$ cat src/rtl/hls_mem_preload_ctrl.sv
// hls_mem_preload_ctrl: streams preload bytes into main's slave RAM port, then starts and times one run.
// Define HLS_PRELOAD_READBACK_EN to re-read every written byte and flag mismatches on verify_err.
module hls_mem_preload_ctrl #(
   parameter int ADDR_W         = 9,
   parameter int DATA_W         = 64,
   parameter int CNT_W          = 32,
   parameter int TIMEOUT_CYCLES = 200000000
) (
   input  logic                  clock,
   input  logic                  reset,
   input  logic                  cfg_go,
   input  logic [ADDR_W-1:0]     cfg_base_addr,
   input  logic [ADDR_W:0]       cfg_num_bytes,
   input  logic [7:0]            in_data,
   input  logic                  in_valid,
   output logic                  in_ready,
   output logic [1:0]            S_oe_ram,
   output logic [1:0]            S_we_ram,
   output logic [2*ADDR_W-1:0]   S_addr_ram,
   output logic [2*DATA_W-1:0]   S_Wdata_ram,
   output logic [13:0]           S_data_ram_size,
   input  logic [2*DATA_W-1:0]   Sout_Rdata_ram,
   input  logic [1:0]            Sout_DataRdy,
   output logic                  start_port,
   input  logic                  done_port,
   output logic                  busy,
   output logic                  run_done,
   output logic                  run_timeout,
   output logic [CNT_W-1:0]      cycle_count
`ifdef HLS_PRELOAD_READBACK_EN
   ,
   output logic                  verify_err
`endif
);
   localparam logic [CNT_W-1:0] TMO = CNT_W'(TIMEOUT_CYCLES);
   typedef enum logic [2:0] {
      IDLE, FETCH, WRITE, START, RUN
`ifdef HLS_PRELOAD_READBACK_EN
      , VERIFY
`endif
   } state_t;
   state_t            state_q, state_d;
   logic [ADDR_W-1:0] base_q, base_d, addr;
   logic [ADDR_W:0]   num_q, num_d, idx_q, idx_d, idx_inc;
   logic [7:0]        byte_q, byte_d;
   logic [CNT_W-1:0]  run_cnt_q, run_cnt_d, cnt_nxt, cnt_out_q, cnt_out_d;
   logic              done_q, done_d, tmo_q, tmo_d;
   logic              acc_we, acc_oe, acc;
   logic              unused_ok;
`ifdef HLS_PRELOAD_READBACK_EN
   logic [7:0]        shadow [2**ADDR_W];
   logic              verr_q, verr_d;
   // Shadow copy of every completed write, used as the readback reference
   always_ff @(posedge clock) if (acc_we && Sout_DataRdy[0]) shadow[addr] <= byte_q;
   assign verify_err = verr_q;
`endif
   assign idx_inc   = idx_q + (ADDR_W+1)'(1);
   assign addr      = base_q + idx_q[ADDR_W-1:0];
   assign cnt_nxt   = &run_cnt_q ? run_cnt_q : run_cnt_q + CNT_W'(1);
   assign acc       = acc_we | acc_oe;
   assign busy      = state_q != IDLE;
   assign S_we_ram  = {1'b0, acc_we};
   assign S_oe_ram  = {1'b0, acc_oe};
   assign S_addr_ram      = {{ADDR_W{1'b0}}, acc ? addr : {ADDR_W{1'b0}}};
   assign S_Wdata_ram     = {{(2*DATA_W-8){1'b0}}, acc_we ? byte_q : 8'h00};
   assign S_data_ram_size = {7'd0, acc ? 7'd8 : 7'd0};
   assign run_done    = done_q;
   assign run_timeout = tmo_q;
   assign cycle_count = cnt_out_q;
   assign unused_ok   = ^{Sout_Rdata_ram, Sout_DataRdy[1]};
   // Next-state and strobe logic for the load / verify / start / run sequence
   always_comb begin
      state_d    = state_q;
      base_d     = base_q;
      num_d      = num_q;
      idx_d      = idx_q;
      byte_d     = byte_q;
      run_cnt_d  = run_cnt_q;
      cnt_out_d  = cnt_out_q;
      done_d     = done_q;
      tmo_d      = tmo_q;
`ifdef HLS_PRELOAD_READBACK_EN
      verr_d     = verr_q;
`endif
      in_ready   = 1'b0;
      acc_we     = 1'b0;
      acc_oe     = 1'b0;
      start_port = 1'b0;
      case (state_q)
         IDLE: if (cfg_go) begin
            base_d    = cfg_base_addr;
            num_d     = cfg_num_bytes;
            idx_d     = '0;
            done_d    = 1'b0;
            tmo_d     = 1'b0;
            cnt_out_d = '0;
`ifdef HLS_PRELOAD_READBACK_EN
            verr_d    = 1'b0;
`endif
            state_d   = cfg_num_bytes == '0 ? START : FETCH;
         end
         FETCH: begin
            in_ready = 1'b1;
            if (in_valid) begin
               byte_d  = in_data;
               state_d = WRITE;
            end
         end
         WRITE: begin
            acc_we = 1'b1;
            if (Sout_DataRdy[0]) begin
               idx_d = idx_inc;
               if (idx_inc == num_q) begin
`ifdef HLS_PRELOAD_READBACK_EN
                  idx_d   = '0;
                  state_d = VERIFY;
`else
                  state_d = START;
`endif
               end else state_d = FETCH;
            end
         end
`ifdef HLS_PRELOAD_READBACK_EN
         VERIFY: begin
            acc_oe = 1'b1;
            if (Sout_DataRdy[0]) begin
               if (Sout_Rdata_ram[7:0] != shadow[addr]) verr_d = 1'b1;
               idx_d = idx_inc;
               if (idx_inc == num_q) state_d = START;
            end
         end
`endif
         START: begin
            start_port = 1'b1;
            run_cnt_d  = '0;
            state_d    = RUN;
         end
         RUN: begin
            run_cnt_d = cnt_nxt;
            if (done_port) begin
               cnt_out_d = cnt_nxt;
               done_d    = 1'b1;
               state_d   = IDLE;
            end else if (cnt_nxt >= TMO) begin
               cnt_out_d = TMO;
               tmo_d     = 1'b1;
               state_d   = IDLE;
            end
         end
         default: state_d = IDLE;
      endcase
   end
   // State registers with synchronous active-low reset
   always_ff @(posedge clock) begin
      if (!reset) begin
         state_q   <= IDLE;
         base_q    <= '0;
         num_q     <= '0;
         idx_q     <= '0;
         byte_q    <= '0;
         run_cnt_q <= '0;
         cnt_out_q <= '0;
         done_q    <= 1'b0;
         tmo_q     <= 1'b0;
`ifdef HLS_PRELOAD_READBACK_EN
         verr_q    <= 1'b0;
`endif
      end else begin
         state_q   <= state_d;
         base_q    <= base_d;
         num_q     <= num_d;
         idx_q     <= idx_d;
         byte_q    <= byte_d;
         run_cnt_q <= run_cnt_d;
         cnt_out_q <= cnt_out_d;
         done_q    <= done_d;
         tmo_q     <= tmo_d;
`ifdef HLS_PRELOAD_READBACK_EN
         verr_q    <= verr_d;
`endif
      end
   end
endmodule

$ cat config.mk
export PLATFORM = sky130hd
export DESIGN_NAME = hls_mem_preload_ctrl
export DESIGN_NICKNAME = d
export VERILOG_FILES = /design/src/rtl/hls_mem_preload_ctrl.sv
export SDC_FILE = /design/constraint.sdc
export NUM_CORES = 1
export LEC_CHECK = 0
export CAP_MARGIN = 20
export CORE_MARGIN = 3
export CORE_UTILIZATION = 30
export CTS_CLUSTER_DIAMETER = 200
export DETAILED_ROUTE_END_ITERATION = 8
export GPL_TIMING_DRIVEN = 0
export PLACE_DENSITY = 0.74
export SYNTH_ARGS = -nofsm -noshare
export SYNTH_HDL_FRONTEND = slang
export SYNTH_SLANG_ARGS = --single-unit
$ cat constraint.sdc
create_clock -name clock -period 4 [get_ports clock]
set_input_delay 0.6 -clock clock [delete_from_list [all_inputs] [get_ports clock]]
set_output_delay 0.6 -clock clock [all_outputs]
set_load 0.02 [all_outputs]
==> results.txt, run 1 <==
TritonCTS built the clock tree. The setup path with the least slack is of type flop to flop. The run gives 0 as the number of antenna violations at the first check in global routing. After synthesis, the most frequently instantiated cells are sky130_fd_sc_hd__buf_4 (151), sky130_fd_sc_hd__nor2_1 (115), sky130_fd_sc_hd__nand2_1 (108). The prevailing post-synth register cell is sky130_fd_sc_hd__dfxtp_1.

The wire-length estimate of the detail-placed layout is 17000 um. The level count of the clock H-tree was 3; the via count normalized by instance count was 4.66. The region available for standard cell placement spans 23800 um2. The footprint of the multi-input gates was 4360 um2. Summing every instance area after synthesis gives 7340 um2. Count of standard-cell rows: 56. In this run the register-to-register setup slack is 0.29 ns. The number of I/O pins was 363. Post-detailed-route count of antenna-violating nets: 0.

The endpoint of the worst hold path is cycle_count[25]. The analysis attributes to cell leakage a power of 3.94 nW. The count of cell types in the netlist was 71; the largest stage delay on the critical path was 0.63 ns. The run finished with clean final reports. Cell chosen for the clock root: sky130_fd_sc_hd__clkbuf_16.

The run gives 3.93 ns as the data arrival time of the critical path. The end of the worst register-to-register path was cycle_count[0]. At the end of routability-driven placement, the weighted congestion stood at 0.917. Post-CTS timing repair inserted 0 buffers for setup.

The net count of the finished layout is 1397. STA classifies the critical path endpoint as a flop. The count of buffering cells on the critical path with inverters included works out to 1. The number of violations of the max-capacitance limit is 0. STA classifies the critical path startpoint as a flop. Entering global routing, the biggest net connects 19 pins.

The sink count of the clock tree was 106; the clock tree buffer depth was 2. VDD sags by at most 0.000216 V. Dividing the detail-routed wire length by the instance count gives 14.2 um. The first routing iteration left 560 violations.

Area share of the leading cell type in the synthesized netlist: 28.9%. The class of the tightest hold or removal check was flop to flop. Between clock sinks in the finished design, the worst skew comes to 0.00663 ns. Of the cells placed in the final design, the portion with a size suffix greater than 1 is 17.0%. The total die area was 26400 um2. Yosys instantiated no cell more often than sky130_fd_sc_hd__buf_4.

The mean post-synth cell area was 7.49 um2. The final wirelength was 22100 um; the fraction of registers with async set/reset was 0%. The run gives 0 as the final setup violation count.

Including well taps, the total number of placed cells is 1531. The number of slew-limit violations in the final report came out at 0. In the final layout, flip-flops and latches occupy 2120 um2.

In this run the power density over the cells is 270 nW/um2. The tools report the critical register-to-register path startpoint as run_cnt_q[0]. The logs give 0 for the number of design rule violations left after detail routing and 7207 for the total number of vias.

The via count of the first global-routing pass is 6510, and the post-route clock period utilization is 92.8%. Relative to the synthesized area, the layout overhead comes to 28.9%. The logs give 269 MHz for the maximum frequency from static timing analysis and 0 for the number of warnings printed during yosys synthesis. The number of cells on the worst reg-to-reg path is 10.

Number of hold violations in the final report: 0. The critical path goes through ha_1, and4_1, nand4_1, nor4_2, or3_4, xor2_1, or4_4, o2111ai_2, buf_6, a311oi_2. After clock tree synthesis, the clock-pin slew on the worst setup and hold paths is 0.08 ns. The cell count after synthesis came out at 980.

Fill cells in the final layout number 2458. The final cell area excluding filler cells was 9460 um2. In this run, synthesis inferred 0 flip-flops with an integrated enable.

The worst path in the final design needs a cycle of 3.71 ns, including I/O delays and setup. In this run the tool buffered the top-level ports with 87 buffer cells. The slowest stage of the critical path belongs to the cell sky130_fd_sc_hd__nor4_2.

The transition at the pin with the smallest max-transition slack was 0.853 ns; the number of synthesized register bits was 106. The first global-routing pass estimated 33900 um of wire. The standard cell area after detailed placement was 9160 um2; the initial standard-cell utilization of the core was 30.9%. For the insertion delay to the later sink of the worst-skew pair, the log shows 0.36 ns. The number of buffers created by CTS is 9, and the instance count along the most critical hold path is 2.

In this design, the largest share of critical-path delay is due to simple AND/OR/NAND/NOR gates. Global routing used 15.9% of the available tracks. The worst hold path begins at cycle_count[25]. The chip height works out to 162 um.

Total power for the finished layout comes to 0.00255 W. The run gives 0 as the residual overflow from global routing. The worst endpoint required time was 4.22 ns; the sequential share of the synthesized area was 28.9%. The horizontal extent of the die was 162 um. In the post-synthesis netlist, the biggest area contributors are sky130_fd_sc_hd__dfxtp_1 (29%), sky130_fd_sc_hd__buf_4 (15%), sky130_fd_sc_hd__a21oi_1 (6.7%), sky130_fd_sc_hd__nor2_1 (5.9%), sky130_fd_sc_hd__nand2_1 (5.5%). The maximum fanout count along the critical path is 10. Setup repair after global routing left no endpoint under its margin.

After the flow finishes, the layout carries non-filler instances totaling 1548. The tools report the total negative slack for setup checks as 0 ns. Cell type contributing the most total cell area after synthesis: sky130_fd_sc_hd__dfxtp_1. The number of diodes is 0, and the max-slew headroom at the worst pin is 42.7%. Before antenna repair, the detailed router went through 5 iterations.
## placed cells by master, fill, tap and decap left out, types with 12 or more instances in the layout
cell	Yosys	routed
sky130_fd_sc_hd__buf_4	151	151
sky130_fd_sc_hd__xnor2_1	35	35
sky130_fd_sc_hd__nor3_1	22	22
sky130_fd_sc_hd__nand3_1	18	18
sky130_fd_sc_hd__nor4_1	14	14
sky130_fd_sc_hd__inv_1	12	12
sky130_fd_sc_hd__clkbuf_1	37	37
sky130_fd_sc_hd__and3_1	23	23
sky130_fd_sc_hd__nor2_1	115	115
sky130_fd_sc_hd__a21oi_1	98	98
sky130_fd_sc_hd__conb_1	1	145
sky130_fd_sc_hd__xor2_1	13	13
sky130_fd_sc_hd__o21ai_0	58	58
sky130_fd_sc_hd__clkdlybuf4s50_1	0	86
sky130_fd_sc_hd__dfxtp_1	106	106
sky130_fd_sc_hd__nand2_1	108	108
sky130_fd_sc_hd__nand4_1	13	13
## worst min-delay path, cell delays in order, from the launching register on
cell and delay (ns):
sky130_fd_sc_hd__dfxtp_1 0.31, sky130_fd_sc_hd__nand2_1 0.05, sky130_fd_sc_hd__o21ai_1 0.05
## power by group
part           total, W  internal (W)  switching [W]
clock          0.000891      0.000448       0.000443
sequential      0.00111       0.00109      0.0000233
combinational  0.000549      0.000220       0.000329
total           0.00255       0.00176       0.000795
## state kept, by name (all words and copies together), names as in the netlist
register and count:
state_q 3, num_q 10, byte_q 8, run_done 1, run_timeout 1, cycle_count 32, run_cnt_q 32, base_q 9
idx_q 10
## worst max-delay path by stage
| stage | startpoint | end | cells past startpoint |
|---|---|---|---|
| floorplan | run_cnt_q[0] | cycle_count[0] | 11 |
| global placement | run_cnt_q[0] | cycle_count[0] | 10 |
| detailed placement | run_cnt_q[0] | cycle_count[0] | 10 |
| CTS | idx_q[0] | S_addr_ram[8] | 11 |
| global route | run_cnt_q[18] | cycle_count[0] | 10 |
| finish | run_cnt_q[0] | cycle_count[0] | 10 |
## layer usage
metal | GRT usage [%] | wire length, um | share of wire, %
met1 | 20.4 | 9410 | 43
met2 | 27.0 | 10500 | 48
met3 | 3.46 | 1730 | 7.8
met4 | 4.27 | 410 | 1.9
met5 | 0 | 0 | 0
## layout make-up
cell class                 instances  area share, %
multi-input combinational        800           46.1
inverter                          12          0.476
sequential                       106           22.4
clock inverter                     6          0.516
buffer                           206           14.4
tap                              319           4.22
timing repair buffer              89           9.33
clock buffer                      10           2.53
## cell families (layout without fill, tap and decap cells)
logic type	count (synthesis)	count (layout)	synth area share, %
AO/OA/AOI/OAI	217	217	17.7
XOR/XNOR	48	48	5.72
adder cells (fa/ha/maj)	11	11	1.98
buffers and inverters	218	323	19.2
flip-flops	106	106	28.9
multiplexers	12	12	1.65
other	1	145	0.0511
AND/OR/NAND/NOR	367	367	24.8
## per-stage QoR
stage | hold WS, ns | setup slack [ns] | utilization [%]
floorplan | 0.441 | 1.10 | -
global placement | 0.436 | 0.199 | 38.5
detailed placement | 0.440 | 0.221 | 38.6
CTS | 0.451 | 0.179 | 39.8
global route | 0.481 | 0.0807 | 39.8
finish | 0.448 | 0.286 | 39.8
## timing repair
action                                 CTS  global route
resized for setup                        0             2
hold buffers                             0             0
endpoints found under the hold margin    0             0
setup endpoints to repair                0            21
No activity file was read; power rests on OpenSTA's default activity.
==> run 2: changes to the inputs <==
--- a/config.mk
+++ b/config.mk
@@ -5,13 +5,15 @@
 export SDC_FILE = /design/constraint.sdc
 export NUM_CORES = 1
 export LEC_CHECK = 0
+export ABC_AREA = 1
 export CAP_MARGIN = 20
 export CORE_MARGIN = 3
-export CORE_UTILIZATION = 30
+export CORE_UTILIZATION = 41
 export CTS_CLUSTER_DIAMETER = 200
 export DETAILED_ROUTE_END_ITERATION = 8
 export GPL_TIMING_DRIVEN = 0
-export PLACE_DENSITY = 0.74
+export PLACE_DENSITY = 0.92
+export RECOVER_POWER = 100
 export SYNTH_ARGS = -nofsm -noshare
 export SYNTH_HDL_FRONTEND = slang
 export SYNTH_SLANG_ARGS = --single-unit
==> results.txt, run 2 <==
The number of cells on the worst reg-to-reg path is 17. The mean post-synth cell area was 6.43 um2; the number of filler instances in the final layout was 1714. Maximum fanout count along the critical path: 7. For this block, the routed nets add up to 20600 um of wire.

CTS placed an instance of sky130_fd_sc_hd__clkbuf_16 at the clock tree root. The max-slew headroom at the worst pin was 56.6%; the number of synthesized flops with an enable pin was 0. The first detailed-routing pass ran for 5 iterations. The initial standard-cell utilization of the core came out at 42.1%. The insertion delay to the later sink of the worst-skew pair was 0.36 ns; the number of buffers created by CTS was 9. The wire-length estimate of the detail-placed layout is 16500 um.

The fraction of power spent switching nets works out to 41.3%. Setup slack on the worst reg-to-reg path comes out at 0.36 ns. Once the clock tree was built, the resizer swapped 0 gates to a different size. After global routing the overflow that remains totals 0.

Using the TritonRoute via totals, the vias-per-cell ratio works out to 4.67. Endpoint of the worst hold path: cycle_count[9]. The kind of start point of the critical path was a flop. The multi-input combinational cells in the finished layout cover a total of 3990 um2. In the final timing run, aggregate negative setup slack is 0 ns. The logs give 106 for the sink count of the clock tree and 33000 um for the wire length of the first global-routing pass. The instance count along the most critical hold path was 2; the worst endpoint required time was 3.40 ns. Timing analysis after detailed placement gives a worst setup slack of 0.690 ns. The via count of the first global-routing pass is 6975. Clock period minus worst slack: 3.73 ns. In this run the power density over the cells is 439 nW/um2. Final setup violation count: 0.

The flow ran to the end, and the final reports show no timing, DRC or antenna violations. In the synthesized netlist, the cells that appear most often are sky130_fd_sc_hd__nand2_1 (321), sky130_fd_sc_hd__buf_4 (147), sky130_fd_sc_hd__nor2_1 (134). After clock tree synthesis, the clock-pin slew on the worst setup and hold paths is 0.08 ns. The run gives 0 as the number of slew-limit violations in the final report.

STA classifies the critical path endpoint as a primary output. The post-route clock period utilization was 93.2%; the standard cell area after detailed placement was 9020 um2. The area overhead of the layout relative to synthesis is 26.0%, and the number of diodes is 0. The logs give 19500 um2 for the total die area and 53.0% for the final core area utilization. The horizontal extent of the die works out to 140 um. The data arrival time of the critical path was 3.13 ns; the smallest setup slack after layout was 0.273 ns.

At the end of routability-driven placement, the weighted congestion stood at 0.997. Registers are responsible for 34.6% of the overall power. The tools report the clock tree buffer depth as 2.

The netlist area before placement is 7320 um2. Summed over all instances, the cell type with the most area after synthesis is sky130_fd_sc_hd__dfxtp_1. The transition at the pin with the smallest max-transition slack was 0.649 ns; the maximum clock skew at final layout was 0.0120 ns.

Setup repair after global routing left no endpoint under its margin. The synthesized netlist contains 38 unique library cells. The run gives 573 as the violation count after the first detailed-route iteration. The tools report the count of mapped cells out of synthesis as 1139. The share of post-route cells with drive strength above 1 was 14.6%; the global routing usage summed across all routing layers was 20.4%. The core region is 17400 um2. By startpoint and endpoint, the worst setup path is classified as flop to primary output. The number of synthesized register bits was 106.

Dividing the detail-routed wire length by the instance count gives 12.8 um. The part of the total power dissipated in the clock network came out at 21.5%. The most frequently used cell type in the post-synthesis netlist is sky130_fd_sc_hd__nand2_1.

Startpoint of the worst hold path: cycle_count[9]. Entering global routing, the biggest net connects 20 pins. TritonCTS built the clock tree. The run gives 44.0% as the combinational share of power. The path class of the tightest hold or removal check is flop to flop. In this run the power spent charging and discharging nets is 0.00167 W. VDD sags by at most 0.000405 V.

Most common cell after layout, fill and taps aside: sky130_fd_sc_hd__nand2_1. In the final layout, flip-flops and latches occupy 2120 um2. In the layout the commonest cells are sky130_fd_sc_hd__nand2_1 (324), sky130_fd_sc_hd__buf_4 (147), sky130_fd_sc_hd__conb_1 (145). Derived from the worst setup path, the maximum achievable clock frequency is 268 MHz. Of the post-synthesis cell area, the dominant cell type holds 29.0%. The run gives 0 as the number of violations of the max-capacitance limit.

Buffers inserted to repair hold after CTS numbered 0. For the sequential share of the synthesized area, the log shows 29.0%. The routed layout has 7524 vias.

After clock tree synthesis, the setup repair step added 0 buffers. The run gives 0 as the number of antenna violations at the first check in global routing. The level count of the clock H-tree was 3. The Yosys step of the flow raised 0 warnings. End of the worst register-to-register path: cycle_count[24]. Critical register-to-register path startpoint: run_cnt_q[0]. The count of buffers added on input and output ports is 87.

Summing all non-filler instances in the final layout gives an area of 9230 um2. In the post-synthesis netlist, the biggest area contributors are sky130_fd_sc_hd__dfxtp_1 (29%), sky130_fd_sc_hd__nand2_1 (16%), sky130_fd_sc_hd__buf_4 (15%), sky130_fd_sc_hd__nor2_1 (6.9%), sky130_fd_sc_hd__a21oi_1 (6.4%). For this design the top-level I/O count stands at 363.

The chip height was 140 um. The post-layout net count was 1554; the count of standard-cell rows was 48. Among all flip-flop cells after synthesis, the most frequent one is sky130_fd_sc_hd__dfxtp_1.

Number of design rule violations left after detail routing: 0. The number of hold violations in the final report was 0; the leakage power summed over all cells was 4.44 nW. Counting flops with an async set or reset pin after synthesis yields a share of 0%.

The internal power contribution is 0.00238 W. The tools report the post-detailed-route count of antenna-violating nets as 0.
-- run 2: cells by family (layout without fill, tap and decap cells) --
kind of cell	Yosys count	after routing	share of synthesized area (%)
DFF	106	106	29.0
adders and majority gates	11	11	1.98
other	1	145	0.0512
AOI/OAI and AO/OA	156	156	11.5
and+or+nand+nor	564	564	32.6
buffers and inverters	285	388	22.9
xor gates and xnor gates	16	16	1.91
-- run 2: per-stage QoR --
stage | hold slack (ns) | instances | power, W
after floorplan | 0.430 | 1283 | 0.00266
after global placement | 0.432 | 1595 | 0.00323
after detailed placement | 0.441 | 1595 | 0.00327
after CTS | 0.455 | 1611 | 0.00416
after global routing | 0.471 | 1611 | 0.00432
final | 0.454 | 1611 | 0.00405
-- run 2: area by class of cell --
cell class | count | share of cell area [%]
repair buffers | 87 | 9.44
clock buffers | 9 | 2.44
inverters | 100 | 4.07
plain buffers | 185 | 14.1
well taps | 225 | 3.05
clock inverters | 7 | 0.651
multi-input cells | 892 | 43.3
flip-flops and latches | 106 | 23.0
-- run 2: how the worst max path moves through the flow --
stage / to / start / slack [ns] / cells after the start
final: S_addr_ram[8] / idx_q[0] / 0.27 / 15
after global routing: cycle_count[24] / run_cnt_q[0] / 0.04 / 17
after CTS: S_addr_ram[8] / idx_q[0] / 0.28 / 14
after detailed placement: S_addr_ram[8] / idx_q[0] / 0.69 / 14
after global placement: S_addr_ram[8] / idx_q[0] / 0.73 / 14
after floorplan: S_addr_ram[8] / idx_q[0] / 1.33 / 13
-- run 2: worst max-delay path, stage by stage (launching register included) --
cell                              delay [ns]
sky130_fd_sc_hd__dfxtp_1                0.41
sky130_fd_sc_hd__ha_1                   0.26
sky130_fd_sc_hd__fa_1                   0.40
sky130_fd_sc_hd__nand2_1                0.08
sky130_fd_sc_hd__inv_1                  0.05
sky130_fd_sc_hd__o21ai_0                0.15
sky130_fd_sc_hd__nand2_1                0.11
sky130_fd_sc_hd__nand2_1                0.08
sky130_fd_sc_hd__nand2_1                0.05
sky130_fd_sc_hd__a21oi_1                0.19
sky130_fd_sc_hd__nor2_1                 0.06
sky130_fd_sc_hd__nor2_1                 0.08
sky130_fd_sc_hd__o21bai_1               0.08
sky130_fd_sc_hd__o21ai_0                0.16
sky130_fd_sc_hd__a21oi_1                0.06
sky130_fd_sc_hd__clkdlybuf4s50_1        0.54
-- run 2: metal layers --
layer	vias to the layer above	track usage [%]	part of all wire (%)	routed length [um]
met1	3329	24.8	40	8290
met5	-	0	0	0
met3	55	5.29	9.6	1980
met2	368	34.5	47	9700
li1	3772	-	-	-
met4	0	7.90	3.0	624
-- run 2: power groups by stage --
| stage | clock, W | combinational [W] | sequential (W) |
|---|---|---|---|
| floorplan | 0 | 0.00110 | 0.00156 |
| global placement | 0 | 0.00182 | 0.00141 |
| detailed placement | 0 | 0.00185 | 0.00142 |
| CTS | 0.000881 | 0.00187 | 0.00140 |
| global route | 0.000922 | 0.00197 | 0.00143 |
| finish | 0.000868 | 0.00178 | 0.00140 |
